==> config.mk <==
export PLATFORM = sky130hd
export DESIGN_NAME = alu_arbiter
export DESIGN_NICKNAME = d
export VERILOG_FILES = /design/src/rtl/alu_arbiter_pkg.sv /design/src/rtl/alu_arbiter_alu16_core.sv /design/src/rtl/alu_arbiter.sv
export SDC_FILE = /design/constraint.sdc
export NUM_CORES = 1
export LEC_CHECK = 0
export BUFFER_PORTS_ARGS = -buffer_cell sky130_fd_sc_hd__buf_2
export CAP_MARGIN = 30
export CORE_ASPECT_RATIO = 1.1
export CORE_MARGIN = 5
export CORE_UTILIZATION = 40
export CTS_CLUSTER_DIAMETER = 120
export DETAILED_ROUTE_END_ITERATION = 12
export SYNTH_ARGS = -nofsm -noshare
export SYNTH_HDL_FRONTEND = slang
export SYNTH_HIERARCHICAL = 1
export SYNTH_SLANG_ARGS = --single-unit
==> constraint.sdc <==
create_clock -name clk -period 6.06 [get_ports clk]
set_input_delay 0.606 -clock clk [delete_from_list [all_inputs] [get_ports clk]]
set_output_delay 0.606 -clock clk [all_outputs]
set_load 0.005 [all_outputs]
==> src/rtl/alu_arbiter_pkg.sv <==
// Shared definitions for the two-port ALU arbiter: FSM states, opcodes,
// data width and the latched command record.
package alu_arbiter_pkg;

    localparam int DATA_W = 16;

    typedef enum logic [1:0] {
        ST_IDLE = 2'd0,
        ST_EXEC = 2'd1,
        ST_RESP = 2'd2
    } state_t;

    localparam logic [2:0] OPC_NEG    = 3'b000; // ~A + 1
    localparam logic [2:0] OPC_INC    = 3'b001; // A + 1
    localparam logic [2:0] OPC_ADD    = 3'b010; // A + B + C
    localparam logic [2:0] OPC_ADDSHR = 3'b011; // A + (B >> 1)
    localparam logic [2:0] OPC_AND    = 3'b100; // A & B
    localparam logic [2:0] OPC_OR     = 3'b101; // A | B
    localparam logic [2:0] OPC_CAT    = 3'b110; // {A[7:0], B[7:0]}
    localparam logic [2:0] OPC_ZERO   = 3'b111; // 0

    typedef struct packed {
        logic [2:0]        opc;
        logic [DATA_W-1:0] a;
        logic [DATA_W-1:0] b;
        logic              c;
    } cmd_t;

endpackage

==> src/rtl/alu_arbiter_alu16_core.sv <==
// Purely combinational 16-bit ALU; all arithmetic wraps modulo 2^16.
module alu16_core
    import alu_arbiter_pkg::*;
(
    input  logic [DATA_W-1:0] a,
    input  logic [DATA_W-1:0] b,
    input  logic              c,
    input  logic [2:0]        opc,
    output logic [DATA_W-1:0] w
);

    // Opcode decode; sums are sized to DATA_W so the carry-out is dropped.
    always_comb begin
        // NOTE: w gets a default before the case so no path leaves it unassigned, which would infer a latch.
        w = '0;
        case (opc)
            OPC_NEG:    w = ~a + 16'd1;
            OPC_INC:    w = a + 16'd1;
            OPC_ADD:    w = a + b + {{(DATA_W-1){1'b0}}, c};
            OPC_ADDSHR: w = a + (b >> 1);
            OPC_AND:    w = a & b;
            OPC_OR:     w = a | b;
            OPC_CAT:    w = {a[7:0], b[7:0]};
            default:    w = '0;
        endcase
    end

endmodule

==> src/rtl/alu_arbiter.sv <==
// Two-port round-robin arbiter in front of a single-cycle ALU with a
// registered, flow-controlled response.
module alu_arbiter
    import alu_arbiter_pkg::*;
(
    input  logic              clk,
    input  logic              rst,
    input  logic [1:0]        req_valid,
    output logic [1:0]        req_ready,
    input  logic [2:0]        req_opc0,
    input  logic [2:0]        req_opc1,
    input  logic [DATA_W-1:0] req_a0,
    input  logic [DATA_W-1:0] req_b0,
    input  logic [DATA_W-1:0] req_a1,
    input  logic [DATA_W-1:0] req_b1,
    input  logic              req_c0,
    input  logic              req_c1,
    output logic [1:0]        rsp_valid,
    input  logic [1:0]        rsp_ready,
    output logic [DATA_W-1:0] rsp_w,
    output logic              rsp_zer,
    output logic              rsp_neg,
    output logic              busy
);

    state_t            state, state_nxt;
    logic              last_grant;   // also identifies the port being served
    logic              grant_en;
    logic              grant_port;
    cmd_t              cmd_q, cmd_sel;
    logic [DATA_W-1:0] alu_w;

    // Round-robin pick: under contention the port that did not win last time.
    always_comb begin
        grant_port = req_valid[1];
        if (req_valid == 2'b11) begin
            grant_port = ~last_grant;
        end
        cmd_sel = grant_port ? cmd_t'{req_opc1, req_a1, req_b1, req_c1}
                             : cmd_t'{req_opc0, req_a0, req_b0, req_c0};
    end

    // Next-state logic; a grant is only offered from IDLE.
    always_comb begin
        state_nxt = state;
        grant_en  = 1'b0;
        case (state)
            ST_IDLE: begin
                if (req_valid != 2'b00) begin
                    grant_en  = 1'b1;
                    state_nxt = ST_EXEC;
                end
            end
            ST_EXEC: state_nxt = ST_RESP;
            ST_RESP: begin
                if (rsp_ready[last_grant]) begin
                    state_nxt = ST_IDLE;
                end
            end
            default: state_nxt = ST_IDLE;
        endcase
    end

    // Handshake outputs; reset masks req_ready so it drops immediately.
    always_comb begin
        req_ready = 2'b00;
        rsp_valid = 2'b00;
        if (grant_en && !rst) begin
            req_ready[grant_port] = 1'b1;
        end
        if (state == ST_RESP) begin
            rsp_valid[last_grant] = 1'b1;
        end
    end

    assign busy = (state != ST_IDLE);

    // State register.
    always_ff @(posedge clk or posedge rst) begin
        // NOTE: sequential state uses <= so every register samples pre-edge values regardless of statement order.
        if (rst) begin
            state <= ST_IDLE;
        end else begin
            state <= state_nxt;
        end
    end

    // Grant bookkeeping and operand capture, only when a command is accepted.
    always_ff @(posedge clk or posedge rst) begin
        if (rst) begin
            // NOTE: operand registers are cleared on reset too, so a discarded command leaves no stale data behind.
            last_grant <= 1'b1;
            cmd_q      <= '0;
        end else if (grant_en) begin
            last_grant <= grant_port;
            cmd_q      <= cmd_sel;
        end
    end

    alu16_core u_alu (
        .a   (cmd_q.a),
        .b   (cmd_q.b),
        .c   (cmd_q.c),
        .opc (cmd_q.opc),
        .w   (alu_w)
    );

    // Result and flag registers, loaded in the single EXEC cycle and held through RESP.
    always_ff @(posedge clk or posedge rst) begin
        if (rst) begin
            rsp_w   <= '0;
            rsp_zer <= 1'b0;
            rsp_neg <= 1'b0;
        end else if (state == ST_EXEC) begin
            rsp_w   <= alu_w;
            rsp_zer <= (alu_w == '0);
            rsp_neg <= alu_w[DATA_W-1];
        end
    end

endmodule

# Yosys cells after proc, flatten, opt, wreduce, memory -nomap -nowiden

Index checks and enable logic that the tools add are counted.
Widths: inputs -> output; s select.

$add $sub $neg: 5
Order comparisons: 4
Equal/unequal tests: 11
Muxes and demuxes: 16
Bitwise operators: 4
Reduce and logical (&&, ||, !) cells: 10

Operators by type and width:

| kind                  | count |
|---|---|
| $pmux 16 s7           | 1 |
| $mux 36               | 1 |
| $add 16x1->16 const B | 2 |
| $add 16x1->16         | 1 |
| $add 16x15->16        | 1 |
| $add 16x16->16        | 1 |
| $and 16x16->16        | 1 |
| $logic_not 16->1      | 1 |
| $not 16->16           | 1 |
| $or 16x16->16         | 1 |
| $eq 3x3->1 const B    | 3 |
| $mux 2                | 4 |
| $mux 1                | 7 |
| $eq 3x2->1 const B    | 2 |
| $pmux 2 s3            | 1 |
| $eq 2x2->1 const B    | 2 |
| $lt 1x2->1 const B    | 2 |
| $ne 2x2->1 const B    | 2 |
| $reduce_bool 2->1     | 2 |
| $eq 3x1->1 const B    | 1 |
| $logic_and 1x1->1     | 3 |
| $logic_not 3->1       | 1 |
| $demux 1 s1           | 2 |
| $eq 2x1->1 const B    | 1 |
| 5 further kinds       | 6 |

Register bits after elaboration: 57
Bits of input ports: 78
Output and inout bits: 23
Word-level logic and storage cells: 59

# Depth between registers and ports, before layout

Depth after elaboration: 7
Mapped depth: 15
Depth with buffers taken out: 13

# Modules after synthesis

Netlist, hierarchy kept.

Modules (own cells, without submodules):

| module      | times used | cells each | area each (µm²) | seq. area each (µm²) |
|---|---|---|---|---|
| alu16_core  | 1          | 437        | 2939.1          | 0.0 |
| alu_arbiter | 1          | 178        | 2747.6          | 1402.6 |

# Worst setup path before layout

Ideal clock, no wire load.

Path type: register to register
From: reg cmd_q[33] (netlist bit)
To: reg rsp_zer
Library setup time: 0.083 ns
Data arrival time: 3.442 ns
Data required time: 5.977 ns
Setup slack: 2.535 ns
Stages on the path, launching flop included: 16
Path buffers: 2
Clock period less this slack: 3.525 ns
Cell sequence: dfrtp_1 -> clkbuf_1 -> nor2b_1 -> clkbuf_1 -> nand3_1 -> ha_1 -> fa_1 -> a21o_1 -> a221oi_1 -> o21ai_0 -> xor2_1 -> nand2_1 -> o211ai_1 -> nor4_1 -> nand4_1 -> o21ai_0

Longest elaborated chain between the ends: 3
Elaborated cells between the ends (all ways): 9
Those cells by class: eq/ne (6); mux (1); reduce/logical (2)

RTL lines:

| element                                  | line                         | RTL |
|---|---|---|
| from (decl)                              | alu_arbiter.sv:30            | `cmd_t cmd_q, cmd_sel;` |
| from (signal assigned)                   | alu_arbiter.sv:96            | `cmd_q <= cmd_sel;` |
| $eq 3x3->1, or another cell as far along | alu_arbiter_alu16_core.sv:16 | `case (opc)` |
| $pmux 16 s7 *                            | alu_arbiter_alu16_core.sv:16 |  |
| via alu_w[8]                             | alu_arbiter.sv:31            | `logic [DATA_W-1:0] alu_w;` |
| $logic_not 16->1 *                       | alu_arbiter.sv:116           | `rsp_zer <= (alu_w == '0);` |
| to (signal assigned)                     | alu_arbiter.sv:116           |  |
| to (decl)                                | alu_arbiter.sv:21            | `output logic rsp_zer,` |

Mark *: on every way through the listed nets, which the timed path passes. The rest lies on a longest branch.
A chain may end at the register's enable or synchronous reset.

# Worst setup path after layout

From: reg cmd_q[34] (netlist bit)
To: reg rsp_zer

The elaborated chain is that of the path after synthesis.

==> flow_metrics.env <==
export IMPL_detail_route_wl_per_cell_um=18.1
export IMPL_crit_start="cmd_q[34]"
export IMPL_fin_util_pct=46.4
export IMPL_slew_headroom_pct=41.2
export IMPL_ant_nets=0
export IMPL_area_delta_synth_final_pct=13.6
export IMPL_die_area_mm2=0.0167
export IMPL_busiest_layer="met2"
export IMPL_first_iter_violations=245
export IMPL_hold_viol=0
export IMPL_clkSinkCount=56
export IMPL_detailed_place_hpwl_um=12800
export IMPL_pin_count=101
export IMPL_grtUsageMet3_pct=2.51
export IMPL_cp_start_kind="flip-flop"
export IMPL_initial_core_util_pct=40.9
export IMPL_tightest_slew_ps=882
export IMPL_syn_area_mm2=0.00569
export IMPL_rows=45
export IMPL_grt_max_degree=58
export IMPL_core_mm2=0.0139
export IMPL_diodes=0
export IMPL_final_common_cell="buf_2"
export IMPL_r2r_slack_ps=2250
export IMPL_rsz0062_at_grt="no"
export IMPL_clock_skew_ps=4.49
export IMPL_grt_overflow=0
export IMPL_htree_levels=2
export IMPL_totalWireLength_um=16100
export IMPL_fin_setup_tns_ps=0
export IMPL_first_global_vias=4742
export IMPL_reg2reg_depth=11
export IMPL_root_buffer="clkbuf_16"
export IMPL_hold_buffers=0
export IMPL_drt_first_pass_iters=4
export IMPL_synth_edff_count=0
export IMPL_syn_instance_count=615
export IMPL_grt_util_met1_pct=28.3
export IMPL_drt_vias_per_instance=5.62
export IMPL_ys_flop_type="dfrtp_1"
export IMPL_io_buffers=100
export IMPL_cts_resized=0
export IMPL_worstPathArrival_ps=4010
export IMPL_setup_worst_path_class="reg -> reg"
export IMPL_met2_usage_pct=30.0
export IMPL_ys_types=60
export IMPL_r2r_end="rsp_zer"
export IMPL_final_max_slew_violation_count=0
export IMPL_clock_latency_ps=300
export IMPL_min_period_ps=3810
export IMPL_peakVddDrop_mv=0.245
export IMPL_clk_pin_slew_worst_paths_ps=70
export IMPL_cts_tree="built"
export IMPL_r2r_start="cmd_q[34]"
export IMPL_syn_num_nets=744
export IMPL_async_reset_ff_share_pct=100
export IMPL_clockBufferDepth=2
export IMPL_grtUsageTotal_pct=19.3
export IMPL_crit_path_max_fanout=24
export IMPL_drcViolationCount=0
export IMPL_slowest_delay_ps=760
export IMPL_vias=4981
export IMPL_hold_class="in -> async"
export IMPL_synth_seq_area_share_pct=24.7
export IMPL_grt_pass1_wl_um=25400
export IMPL_cpMostUsedCell="nand4_1"
export IMPL_ys_ff_latch=56
export IMPL_dieHeight_um=135
export IMPL_cap_violations=0
export IMPL_gp_congestion=0.949
export IMPL_period_share_pct=62.8
export IMPL_synth_avg_cell_area_um2=9.25
export IMPL_final_cell_mix="buf_2 (100), dfrtp_1 (55), mux2_2 (54), inv_1 (48), ha_1 (48)"
export IMPL_cp_required_ps=6260
export IMPL_cp_slowest_cell="dfrtp_1"
export IMPL_finalSetupViolCount=0
export IMPL_power_leakage_nw=3.08
export IMPL_antenna_found_initial=0
export IMPL_cts_setup_buffers=0
export IMPL_crit_path_end_kind="flip-flop"
export IMPL_path_cells="buf_4, and3_1, ha_1, nand2_1, or3_1, o311ai_0, mux2i_1, nand4_1, nor4_1, nand4_1, o21ai_0"
export IMPL_timing_fmax_mhz=263
export IMPL_die_x_um=124
export IMPL_drive_gt1_share_pct=31.5
export IMPL_layout_nets=827
export IMPL_cts_made_buffers=5
export IMPL_outcome="completed"
export IMPL_yosys_warnings=6
export IMPL_p_per_area_mw_per_mm2=625
power by group:
part / switching (W) / internal, W / total (W)
sequential: 0.000317 / 0.000566 / 0.000883
combinational: 0.00158 / 0.00128 / 0.00286
clock: 0.000142 / 0.000155 / 0.000297
total: 0.00204 / 0.00200 / 0.00404
area by class of cell:
type / instances / area [µm²]
inverter: 49 / 184
fill: 1338 / 7450
tap: 188 / 235
timing repair buffer: 109 / 581
clock inverter: 2 / 16.3
multi-input combinational: 477 / 3910
clock buffer: 6 / 129
sequential: 56 / 1400
critical path, delay by kind of cell (launching register included):
kind	cells	cell delay (ps)
buffers and inverters	1	360
muxes	1	250
adders and majority gates	1	270
AOI/OAI and AO/OA	2	730
and+or+nand+nor	6	1330
DFF	1	760
registers in the layout (all words and copies together) (netlist names):
signal,count
cmd_q,36
last_grant,1
rsp_w,16
rsp_zer,1
state,2
synth_stat cells, types with 2 or more instances:
| cell | instances | area [µm²] |
|---|---|---|
| xnor2_1 | 19 | 166 |
| nor4_1 | 7 | 43.8 |
| a21oi_1 | 33 | 165 |
| buf_2 | 6 | 30.0 |
| nand2b_1 | 5 | 31.3 |
| a211oi_1 | 6 | 45.0 |
| fa_1 | 3 | 60.1 |
| a21o_1 | 7 | 52.6 |
| and3_1 | 21 | 131 |
| o31a_1 | 2 | 17.5 |
| a31o_2 | 2 | 17.5 |
| mux2_4 | 36 | 541 |
| mux2_2 | 54 | 608 |
| dfrtp_1 | 55 | 1380 |
| a221oi_1 | 4 | 35.0 |
| a31oi_1 | 6 | 37.5 |
| nor3_1 | 8 | 40.0 |
| nand3_1 | 12 | 60.1 |
| o31ai_1 | 3 | 22.5 |
| inv_1 | 49 | 184 |
| o21a_1 | 3 | 22.5 |
| o221ai_1 | 7 | 61.3 |
| or4_4 | 2 | 22.5 |
| buf_6 | 5 | 56.3 |
| and2_1 | 4 | 25.0 |
| ha_1 | 48 | 601 |
| a22oi_1 | 8 | 60.1 |
| nor2_1 | 26 | 97.6 |
| mux2i_1 | 12 | 120 |
| clkbuf_1 | 15 | 56.3 |
| buf_4 | 4 | 30.0 |
| o211ai_1 | 5 | 37.5 |
| nand2_1 | 42 | 158 |
| nor3b_1 | 3 | 22.5 |
| o21ai_0 | 43 | 215 |
| nand4_1 | 4 | 25.0 |
| xor2_1 | 12 | 105 |
| a2111oi_0 | 3 | 26.3 |
| or3_1 | 3 | 18.8 |
| nor2b_1 | 8 | 50.1 |
worst max path at each step:
stage               endpoint  slack (ps)  cells after the start
floorplan            rsp_zer        2540                     15
global placement     rsp_zer        2390                     13
detailed placement   rsp_zer        2280                     13
CTS                  rsp_zer        2260                     13
global route         rsp_zer        1980                     13
finish               rsp_zer        2250                     11
kinds of logic (layout without fill, tap and decap cells):
kind of cell	Yosys count	after routing	share of synthesized area, %
fa+ha+maj	51	51	11.6
compound gates	143	143	16.2
xor+xnor	32	32	5.06
flops	56	56	24.7
simple gates	149	149	13.5
mux	102	102	22.3
buf+inv	82	166	6.71
per-layer routing:
layer  part of all wire [%]  up-vias
met5                      0        -
met4                    1.7        0
met3                    5.9       17
met2                     45      188
met1                     47     2392
li1                       -     2384
per-stage QoR:
| step | setup WS (ps) | power (W) | cells | hold slack, ps | instance area, µm² |
|---|---|---|---|---|---|
| floorplan | 2540 | 0.00292 | 615 | 473 | 5690 |
| global placement | 2390 | 0.00366 | 878 | 481 | 6290 |
| detailed placement | 2280 | 0.00370 | 879 | 489 | 6310 |
| CTS | 2260 | 0.00402 | 887 | 505 | 6460 |
| global route | 1980 | 0.00437 | 887 | 513 | 6460 |
| finish | 2250 | 0.00404 | 887 | 498 | 6460 |
(Power assumes the default switching activity.)
